## src/rtl/matmul_pkg.sv

```systemverilog
// Shared definitions for the matrix-multiplier MAC datapath.
package matmul_pkg;

    // Default operand width of the multiply stage
    localparam int DEF_DATA_WIDTH = 8;

    // Register stages between operand acceptance and product output
    localparam int PIPE_LATENCY = 3;

    // Per-transaction arithmetic mode
    typedef enum logic {
        MODE_UNSIGNED = 1'b0,
        MODE_SIGNED   = 1'b1
    } mode_e;

endpackage : matmul_pkg

```

## src/rtl/vedicmultiplier_core.sv

```systemverilog
// Combinational W x W -> 2W unsigned Vedic (Urdhva-Tiryagbhyam) multiplier.
// Built recursively from four W/2 instances down to a 2-bit leaf.
module vedicmultiplier_core #(
    parameter int W = 4
) (
    input  logic [W-1:0]   a,
    input  logic [W-1:0]   b,
    output logic [2*W-1:0] p
);

    generate
        if (W == 2) begin : g_leaf
            // 2x2 leaf: vertical and crosswise bit products with half adders
            logic t_lh;
            logic t_hl;
            logic t_hh;
            logic k1;

            assign t_lh = a[1] & b[0];
            assign t_hl = a[0] & b[1];
            assign t_hh = a[1] & b[1];
            assign k1   = t_lh & t_hl;

            assign p[0] = a[0] & b[0];
            assign p[1] = t_lh ^ t_hl;
            assign p[2] = t_hh ^ k1;
            assign p[3] = t_hh & k1;
        end else begin : g_node
            localparam int HW = W / 2;

            logic [W-1:0] pp_hh;
            logic [W-1:0] pp_lh;
            logic [W-1:0] pp_hl;
            logic [W-1:0] pp_ll;
            logic [W:0]   mid;

            vedicmultiplier_core #(.W(HW)) u_hh (
                .a (a[W-1:HW]),
                .b (b[W-1:HW]),
                .p (pp_hh)
            );

            vedicmultiplier_core #(.W(HW)) u_lh (
                .a (a[HW-1:0]),
                .b (b[W-1:HW]),
                .p (pp_lh)
            );

            vedicmultiplier_core #(.W(HW)) u_hl (
                .a (a[W-1:HW]),
                .b (b[HW-1:0]),
                .p (pp_hl)
            );

            vedicmultiplier_core #(.W(HW)) u_ll (
                .a (a[HW-1:0]),
                .b (b[HW-1:0]),
                .p (pp_ll)
            );

            // Crosswise sum keeps its carry, then everything lands in 2W bits
            assign mid = {1'b0, pp_lh} + {1'b0, pp_hl};
            assign p   = {pp_hh, {W{1'b0}}}
                       + {{(HW-1){1'b0}}, mid, {HW{1'b0}}}
                       + {{W{1'b0}}, pp_ll};
        end
    endgenerate

endmodule : vedicmultiplier_core

```

## src/rtl/vedicmultiplier_pipe.sv

```systemverilog
// Three-stage pipelined Vedic multiplier with unsigned/signed mode and
// valid/ready handshake on both sides (bubble-collapsing backpressure).
// S1: operand magnitudes + result sign, S2: four half-width partial
// products, S3: combine, apply sign, register product.
module vedicmultiplier_pipe
    import matmul_pkg::*;
#(
    parameter int DATA_WIDTH = DEF_DATA_WIDTH
) (
    input  logic                      clk,
    input  logic                      rst_n,
    input  logic                      inValid,
    output logic                      inReady,
    input  logic                      inMode,
    input  logic [DATA_WIDTH-1:0]     inData_A,
    input  logic [DATA_WIDTH-1:0]     inData_B,
    output logic                      outValid,
    input  logic                      outReady,
    output logic [2*DATA_WIDTH-1:0]   outData_C
);

    localparam int N = DATA_WIDTH;
    localparam int H = DATA_WIDTH / 2;

    // Magnitude of a two's complement value; the most negative value maps
    // to 2^(N-1), which still fits in N unsigned bits.
    function automatic logic [N-1:0] abs_mag(input logic signed [N-1:0] x);
        logic [N-1:0] r;
        if (x[N-1]) begin
            r = (~$unsigned(x)) + {{(N-1){1'b0}}, 1'b1};
        end else begin
            r = $unsigned(x);
        end
        return r;
    endfunction

    // Conditional two's complement negation of the 2N-bit product
    function automatic logic [2*N-1:0] apply_sign(input logic [2*N-1:0] v,
                                                  input logic           neg);
        logic [2*N-1:0] r;
        if (neg) begin
            r = (~v) + {{(2*N-1){1'b0}}, 1'b1};
        end else begin
            r = v;
        end
        return r;
    endfunction

    // Handshake / stage control
    logic rdy_en;
    logic vld_p1;
    logic vld_p2;
    logic vld_p3;
    logic en_p1;
    logic en_p2;
    logic en_p3;
    logic in_fire;

    // Stage data
    logic [N-1:0]   mag_a_p0;
    logic [N-1:0]   mag_b_p0;
    logic           sgn_p0;
    logic [N-1:0]   mag_a_p1;
    logic [N-1:0]   mag_b_p1;
    logic           sgn_p1;
    logic [N-1:0]   pp_hh;
    logic [N-1:0]   pp_lh;
    logic [N-1:0]   pp_hl;
    logic [N-1:0]   pp_ll;
    logic [N-1:0]   pp_hh_p2;
    logic [N-1:0]   pp_lh_p2;
    logic [N-1:0]   pp_hl_p2;
    logic [N-1:0]   pp_ll_p2;
    logic           sgn_p2;
    logic [N:0]     mid_p2;
    logic [2*N-1:0] sum_p2;
    logic [2*N-1:0] prod_p3;

    // A stage may load when it is empty or its content is moving on
    assign en_p3   = !vld_p3 || outReady;
    assign en_p2   = !vld_p2 || en_p3;
    assign en_p1   = !vld_p1 || en_p2;
    assign inReady = rdy_en && en_p1;
    assign in_fire = inValid && inReady;

    assign outValid  = vld_p3;
    assign outData_C = prod_p3;

    // Keeps inReady low through reset until the first clock edge after release
    always_ff @(posedge clk or negedge rst_n) begin
        if (!rst_n) begin
            rdy_en <= 1'b0;
        end else begin
            rdy_en <= 1'b1;
        end
    end

    // ---- S1 input: magnitudes and sign (zero operands force sign 0) ----
    always_comb begin
        mag_a_p0 = inData_A;
        mag_b_p0 = inData_B;
        sgn_p0   = 1'b0;
        if (inMode == MODE_SIGNED) begin
            mag_a_p0 = abs_mag($signed(inData_A));
            mag_b_p0 = abs_mag($signed(inData_B));
            sgn_p0   = (inData_A[N-1] ^ inData_B[N-1]) && (|inData_A) && (|inData_B);
        end
    end

    // S1 register: operand magnitudes and result sign
    always_ff @(posedge clk or negedge rst_n) begin
        if (!rst_n) begin
            vld_p1   <= 1'b0;
            mag_a_p1 <= '0;
            mag_b_p1 <= '0;
            sgn_p1   <= 1'b0;
        end else if (en_p1) begin
            vld_p1 <= in_fire;
            if (in_fire) begin
                mag_a_p1 <= mag_a_p0;
                mag_b_p1 <= mag_b_p0;
                sgn_p1   <= sgn_p0;
            end
        end
    end

    // ---- S2 input: four half-width crosswise partial products ----
    vedicmultiplier_core #(.W(H)) u_pp_hh (
        .a (mag_a_p1[N-1:H]),
        .b (mag_b_p1[N-1:H]),
        .p (pp_hh)
    );

    vedicmultiplier_core #(.W(H)) u_pp_lh (
        .a (mag_a_p1[H-1:0]),
        .b (mag_b_p1[N-1:H]),
        .p (pp_lh)
    );

    vedicmultiplier_core #(.W(H)) u_pp_hl (
        .a (mag_a_p1[N-1:H]),
        .b (mag_b_p1[H-1:0]),
        .p (pp_hl)
    );

    vedicmultiplier_core #(.W(H)) u_pp_ll (
        .a (mag_a_p1[H-1:0]),
        .b (mag_b_p1[H-1:0]),
        .p (pp_ll)
    );

    // S2 register: partial products and forwarded sign
    always_ff @(posedge clk or negedge rst_n) begin
        if (!rst_n) begin
            vld_p2   <= 1'b0;
            pp_hh_p2 <= '0;
            pp_lh_p2 <= '0;
            pp_hl_p2 <= '0;
            pp_ll_p2 <= '0;
            sgn_p2   <= 1'b0;
        end else if (en_p2) begin
            vld_p2 <= vld_p1;
            if (vld_p1) begin
                pp_hh_p2 <= pp_hh;
                pp_lh_p2 <= pp_lh;
                pp_hl_p2 <= pp_hl;
                pp_ll_p2 <= pp_ll;
                sgn_p2   <= sgn_p1;
            end
        end
    end

    // ---- S3 input: combine partial products; middle sum keeps its carry ----
    assign mid_p2 = {1'b0, pp_lh_p2} + {1'b0, pp_hl_p2};
    assign sum_p2 = {pp_hh_p2, {N{1'b0}}}
                  + {{(H-1){1'b0}}, mid_p2, {H{1'b0}}}
                  + {{N{1'b0}}, pp_ll_p2};

    // S3 register: signed product; holds its value while no new product arrives
    always_ff @(posedge clk or negedge rst_n) begin
        if (!rst_n) begin
            vld_p3  <= 1'b0;
            prod_p3 <= '0;
        end else if (en_p3) begin
            vld_p3 <= vld_p2;
            if (vld_p2) begin
                prod_p3 <= apply_sign(sum_p2, sgn_p2);
            end
        end
    end

endmodule : vedicmultiplier_pipe

```

## config.mk

```make
export PLATFORM = sky130hd
export DESIGN_NAME = vedicmultiplier_pipe
export DESIGN_NICKNAME = d
export VERILOG_FILES = /design/src/rtl/matmul_pkg.sv /design/src/rtl/vedicmultiplier_core.sv /design/src/rtl/vedicmultiplier_pipe.sv
export SDC_FILE = /design/constraint.sdc
export NUM_CORES = 1
export LEC_CHECK = 0
export ABC_AREA = 1
export BUFFER_PORTS_ARGS = -buffer_cell sky130_fd_sc_hd__buf_2
export CORE_MARGIN = 2
export CORE_UTILIZATION = 64
export DETAILED_ROUTE_END_ITERATION = 6
export GPL_ROUTABILITY_DRIVEN = 0
export PLACE_DENSITY = 0.95
export SLEW_MARGIN = 20
export SYNTH_ARGS = -nofsm -noshare
export SYNTH_HDL_FRONTEND = slang
export SYNTH_SLANG_ARGS = --single-unit
```

## constraint.sdc

```tcl
create_clock -name clk -period 5.33 [get_ports clk]
set_input_delay 0.7995 -clock clk [delete_from_list [all_inputs] [get_ports clk]]
set_output_delay 0.7995 -clock clk [all_outputs]
set_load 0.01 [all_outputs]
```

==> reports/metrics.yaml, run 1 <==
cts:
  cts_buffer_depth: 2
  cts_setup_buffers: 0
  clk_latency_ps: 360
  root_buffer: "clkbuf_8"
  cts-buffers-inserted: 9
  clkSinkCount: 70
  clkTransAtPathRegs_ps: 90
  htree_levels: 3
  cts_tree: "done"
  hold_buffers: 0
  cts.repair.resized: 0
die:
  die_w_um: 102
  ios: 39
  design.core.area_um2: 9240
  start_util_pct: 66.1
  rows: 35
  design.die.area_um2: 10300
  dieHeight_um: 102
worst_setup_path:
  rr_endpoint: "pp_lh_p2[7]"
  startpoint_type: "flop"
  cp_slowest_cell: "dfrtp_1"
  crit_fanout: 9
  crit_end: "pp_lh_p2[7]"
  cp_cell_sequence: "nand2_1 -> inv_1 -> ha_1 -> ha_1 -> ha_1 -> xor2_1 -> ha_1 -> a21o_1 -> a31oi_1 -> inv_1 -> a21oi_1 -> o21bai_1 -> xor2_1 -> nand2_1 -> nand2_1"
  endpoint_kind: "flop"
  max_stage_delay_ps: 530
  crit_family: "adder cells"
  worst_r2r_path_depth: 15
  cpMostUsedCell: "ha_1"
  path_buf_inv: 2
  startpoint: "mag_b_p1[6]"
  path_depth: 15
  worst-setup-path-type: "reg2reg"
  reg2reg_from: "mag_b_p1[6]"
  arrival_ps: 3600
  critPathRequiredTime_ps: 5580
  ff2ff_setup_slack_ps: 1980
grt:
  grt_pass1_wl_um: 21600
  grt_usage_pct: 26.1
  antenna_found_initial: 0
  grt_overflow_total: 0
  grt_max_degree: 50
  grt_pass1_vias: 5069
pwr:
  powerDensity_nw_per_um2: 390
  leakage_nw: 4.16
  ir_worst_vdd_mv: 0.212
  power_w: 0.00257
detailed_routing:
  drc_errors: 0
  detail_route.vias_per_cell: 5.22
  first_pass_iters: 6
  first_iter_violations: 171
  post_drt_wl_per_cell_um: 12.4
  postRouteAntennaNets: 0
  routed_wl_um: 12200
  vias: 5124
placement:
  dp_hpwl_um: 9290
  io_buffer_count: 38
final_layout:
  fin_util_pct: 71.4
  diodes: 0
  fillers: 704
  final_nets: 968
  area_growth_pct: 7.95
  drive_gt1_share_pct: 9.74
synthesis:
  postSynthNetCount: 945
  synth_edf_count: 0
  synth.distinct_cells: 33
  synth_area_per_cell_um2: 7.41
  yosysSeqAreaShare_pct: 28.7
  synth-seq-cells: 70
  async_reset_ff_share_pct: 100
  synth_cells: 824
  synth_area_um2: 6110
  ys_warn_count: 0
  yosys_most_used_dff: "dfrtp_1"
sta:
  fin_crit_ps: 3350
  hold_viol_final: 0
  period_share_pct: 62.8
  timing.fmax_ghz: 0.299
  tightest_slew_ps: 875
  finClkSkew_ps: 9.93
  setup_tns_ps: 0
  rsz0062_at_grt: "no"
  setup_viol: 0
  slew_headroom_pct: 41.5
  slew_violations: 0
  holdWs_ps: 384
job:
  drv_cap: 0
outcome:
  status: "complete, no violations"
hold_path:
  hold_path_class: "in2async"
## final cells by class
| type | count | area [um2] | share of cell area, % |
|---|---|---|---|
| well taps | 129 | 161 | 2.45 |
| clock inverters | 7 | 103 | 1.56 |
| repair buffers | 40 | 205 | 3.11 |
| multi-input cells | 601 | 3780 | 57.3 |
| inverters | 125 | 469 | 7.12 |
| flip-flops and latches | 70 | 1750 | 26.6 |
| clock buffers | 9 | 124 | 1.88 |
## per-layer routing
layer / wire length, um / vias up / GRT usage, %
met2: 6020 / 134 / 47.6
met5: 0 / - / 0
li1: - / 2648 / -
met3: 531 / 40 / 3.45
met1: 5270 / 2302 / 30.4
met4: 373 / 0 / 11.6
## state kept, by name, summed over array words and instances (netlist names)
name,cells
rdy_en,1
outValid,1
sgn_p1,1
sgn_p2,1
pp_ll_p2,8
pp_hh_p2,8
mag_a_p1,8
mag_b_p1,8
pp_hl_p2,8
vld_p1,1
vld_p2,1
pp_lh_p2,8
outData_C,16
## cell usage in the layout, fill, tap and decap left out, types with 6 or more instances in the layout
cell type / synthesis / routed
ha_1: 90 / 90
a21oi_1: 30 / 30
nand2_2: 14 / 14
inv_1: 122 / 122
xor2_1: 29 / 29
xnor2_1: 18 / 18
o21ai_0: 59 / 59
nor2_1: 32 / 32
buf_2: 2 / 38
nand3_1: 29 / 29
clkbuf_8: 0 / 9
nand2_1: 245 / 245
dfrtp_1: 70 / 70
o21bai_1: 6 / 6
fa_1: 10 / 10
## stage by stage
step	instances	worst slack [ps]	area (um2)
5_1_grt	981	1630	6590
2_1_floorplan	824	2300	6110
3_5_place_dp	965	2020	6370
3_3_place_gp	965	2100	6370
4_1_cts	981	2000	6590
6_report	981	1980	6590
## cells in the mapped netlist (2+ instances only)
cell type / count / area share, %
buf_2: 2 / 0.16
nand4_1: 5 / 0.51
clkbuf_1: 26 / 1.6
nand2_1: 245 / 15
nand3_1: 29 / 2.4
inv_2: 2 / 0.12
o21bai_1: 6 / 0.74
nor2_2: 2 / 0.20
nand3_2: 4 / 0.66
fa_1: 10 / 3.3
a21oi_1: 30 / 2.5
a31oi_1: 5 / 0.51
o21ai_0: 59 / 4.8
ha_1: 90 / 18
nor3b_1: 2 / 0.25
inv_1: 122 / 7.5
xnor2_1: 18 / 2.6
nand3b_1: 3 / 0.37
nor2_1: 32 / 2.0
or2_1: 2 / 0.20
nor3_1: 5 / 0.41
nand2_2: 14 / 1.4
xor2_1: 29 / 4.2
a21o_1: 4 / 0.49
dfrtp_1: 70 / 29
## cell families (layout without fill, tap and decap cells)
logic type	Yosys count	after routing	synth area share [%]
adder cells (fa/ha/maj)	100	100	21.7
AO/OA/AOI/OAI	107	107	9.44
AND/OR/NAND/NOR	346	346	23.9
flip-flops	70	70	28.7
other	1	1	0.0614
XOR/XNOR	47	47	6.74
buffers and inverters	153	181	9.44
## how the worst min path moves through the flow
stage / start / to / slack [ps] / cells past startpoint
detailed placement: outData_C[12] / outData_C[12] / 460 / 2
floorplan: vld_p2 / outValid / 450 / 2
finish: rst_n / outData_C[3] / 380 / 1
CTS: rst_n / outData_C[3] / 400 / 1
global placement: vld_p2 / outValid / 450 / 2
global route: rst_n / outData_C[4] / 420 / 1
## power by group
part	total, W	switching, W	internal, W
registers	0.000803	0.000133	0.000670
clock network	0.000501	0.000231	0.000269
logic	0.00127	0.000770	0.000500
(Power assumes the default switching activity.)
==> inputs of run 2 (changes only) <==
- CORE_UTILIZATION: 64 -> 56
- PLACE_DENSITY: 0.95 -> 0.89
- clock period: 5.33 -> 2.9 ns (I/O delays scaled with it)
==> run 2 against run 1 <==
The run now ends with negative setup slack left. Clock power rose by 90%. Global-route usage decreased by 0.91 points. Die area rose by 14%. Hold slack lost 350 ps. Maximum frequency grew 7.5%. Utilization up 1.5 points. Final cell count increased by 10%. Sequential share of layout area shrank 4.1 points. Wire length rose by 38%. Critical endpoint is now outData_C[15]. Largest cell class unchanged. Highest routed layer unchanged.
==> reports/metrics.yaml, run 2 (synthesis results as in run 1) <==
outcome:
  status: "complete, but fails checks"
  violations: "negative setup slack"
grt:
  grt_pass1_vias: 5401  # +6.5%
  grt_pass1_wl_um: 23500  # +8.7%
  grt_usage_pct: 25.2  # -0.91 points
  grt_max_degree: 46  # -8.0%
  antenna_found_initial: 0  # unchanged
  grt_overflow_total: 0  # unchanged
die:
  rows: 38  # +8.6%
  design.die.area_um2: 11800  # +14%
  start_util_pct: 56.8  # -9.3 points
  design.core.area_um2: 10700  # +16%
  die_w_um: 108  # +6.6%
  dieHeight_um: 108  # +6.6%
  ios: 39  # unchanged
final_layout:
  regArea_um2: 1760  # +0.50%
  fillers: 727  # +3.3%
  diodes: 0  # unchanged
  largest_reg_flops: 16  # unchanged
  fin_util_pct: 72.9  # +1.5 points
  final_nets: 1057  # +9.2%
  drive_gt1_share_pct: 27.7  # +18 points
  area_growth_pct: 28.2
  multiInputGateArea_um2: 4310  # +14%
  fin_area_um2: 7830  # +19%
  layout_commonest_cell: "nand2_1"
  mostFrequentLayoutCells: "230 x nand2_1, 116 x inv_1, 86 x buf_4, 63 x dfrtp_1, 61 x ha_1"
pwr:
  leakage_nw: 4.57  # +9.9%
  powerDensity_nw_per_um2: 760  # +95%
  power_w: 0.00595  # +130%
  ir_worst_vdd_mv: 0.546  # +160%
worst_setup_path:
  arrival_ps: 3390  # -210 ps
  endpoint_kind: "flop"
  startpoint_type: "flop"
  rr_endpoint: "outData_C[15]"
  crit_fanout: 3  # -6
  worst-setup-path-type: "reg2reg"
  worst_r2r_path_depth: 21  # +6
  ff2ff_setup_slack_ps: -220  # -2200 ps
  reg2reg_from: "pp_lh_p2[0]"
  critPathRequiredTime_ps: 3170  # -2410 ps
detailed_routing:
  post_drt_wl_per_cell_um: 15.6  # +25%
  postRouteAntennaNets: 0  # unchanged
  drc_errors: 0  # unchanged
  routed_wl_um: 16900  # +38%
  first_iter_violations: 373  # +120%
  detail_route.vias_per_cell: 5.42  # +3.9%
  first_pass_iters: 7  # +1
  vias: 5864  # +14%
cts:
  clk_latency_ps: 370  # about the same
  hold_buffers: 0  # unchanged
  clkTransAtPathRegs_ps: 90  # about the same
  cts_buffer_depth: 2  # unchanged
  cts_tree: "done"
  cts-buffers-inserted: 9  # unchanged
  root_buffer: "clkbuf_8"
  clkSinkCount: 70  # unchanged
  htree_levels: 3  # unchanged
sta:
  period_share_pct: 107  # +45 points
  setup_viol: 10  # +10
  fin_crit_ps: 3120  # -233 ps
  finClkSkew_ps: 13.4  # +3.45 ps
  slew_headroom_pct: 56.3  # +15 points
  rsz0062_at_grt: "yes"
  fin_ws_ps: -216  # -2200 ps
  slew_violations: 0  # unchanged
  hold_viol_final: 0  # unchanged
  timing.fmax_ghz: 0.321  # +7.5%
  tightest_slew_ps: 655  # -220 ps
job:
  drv_cap: 0  # unchanged
placement:
  place_area_um2: 6790  # +6.6%
  dp_hpwl_um: 9920  # +6.8%
  place_ws_ps: -194  # -2220 ps
  io_buffer_count: 38  # unchanged
hold_path:
  hold_path_class: "in2async"
==> run 2: worst max-delay path by stage <==
stage / slack [ps] / cells after the start / startpoint / end
6_report: -220 / 21 / pp_lh_p2[0] / outData_C[15]
5_1_grt: -410 / 21 / pp_hl_p2[0] / outData_C[15]
4_1_cts: -40 / 21 / pp_hl_p2[0] / outData_C[15]
3_5_place_dp: -190 / 19 / pp_hl_p2[0] / outData_C[14]
3_3_place_gp: -90 / 20 / pp_lh_p2[0] / outData_C[12]
2_1_floorplan: 7 / 20 / pp_lh_p2[0] / outData_C[12]
==> run 2: final cells by class <==
type                    instances  area share [%]
clock inverters                 7            1.33
flip-flops and latches         70            22.5
multi-input cells             601            55.0
clock buffers                   9            1.58
inverters                     125            5.99
well taps                     140            2.24
repair buffers                129            11.4
==> run 2: worst max-delay path, cell delays in order, from the launching register on <==
cell     delay, ps
dfrtp_1        430
ha_4           170
inv_2           40
fa_2           370
o21ai_2        190
a21oi_2         80
o21ai_2        170
xnor2_1        160
inv_2          100
ha_4           300
nand2_2         70
buf_4          140
nor2_1         100
nand2_1         90
nand2_1         70
nand2_1         50
nand2_1        120
nand2_2         70
nand2_2         60
nand3_1         80
nand3_1         80
nand2_1         50
==> run 2: metrics by stage <==
step | hold WS, ps | TNS, ps | instances
finish | 31.0 | -1210 | 1081
global route | 58.9 | -2930 | 1081
CTS | 39.5 | -73.4 | 1054
detailed placement | 444 | -737 | 1030
global placement | 428 | -199 | 1030
floorplan | 139 | 0 | 824
==> run 2: report_power, final <==
group / leakage, nW / internal [W] / total (W) / switching [W]
clock network: 0.115 / 0.000497 / 0.000950 / 0.000454
logic: 3.56 / 0.00158 / 0.00355 / 0.00196
registers: 0.892 / 0.00124 / 0.00145 / 0.000218
total: 4.57 / 0.00331 / 0.00595 / 0.00264
==> run 2: repair_timing <==
action,4_1_cts,5_1_grt
pin swaps,35,54
setup endpoints to repair,10,13
gates cloned,0,0
buffers inserted,8,27
gates resized for setup,35,72
==> run 2: routing by layer <==
layer | routed length [um] | vias up | global-route usage, %
li1 | - | 2820 | -
met1 | 6550 | 2743 | 28.7
met2 | 8660 | 208 | 46.7
met4 | 917 | 0 | 10.2
met5 | 0 | - | 0
met3 | 724 | 93 | 3.92
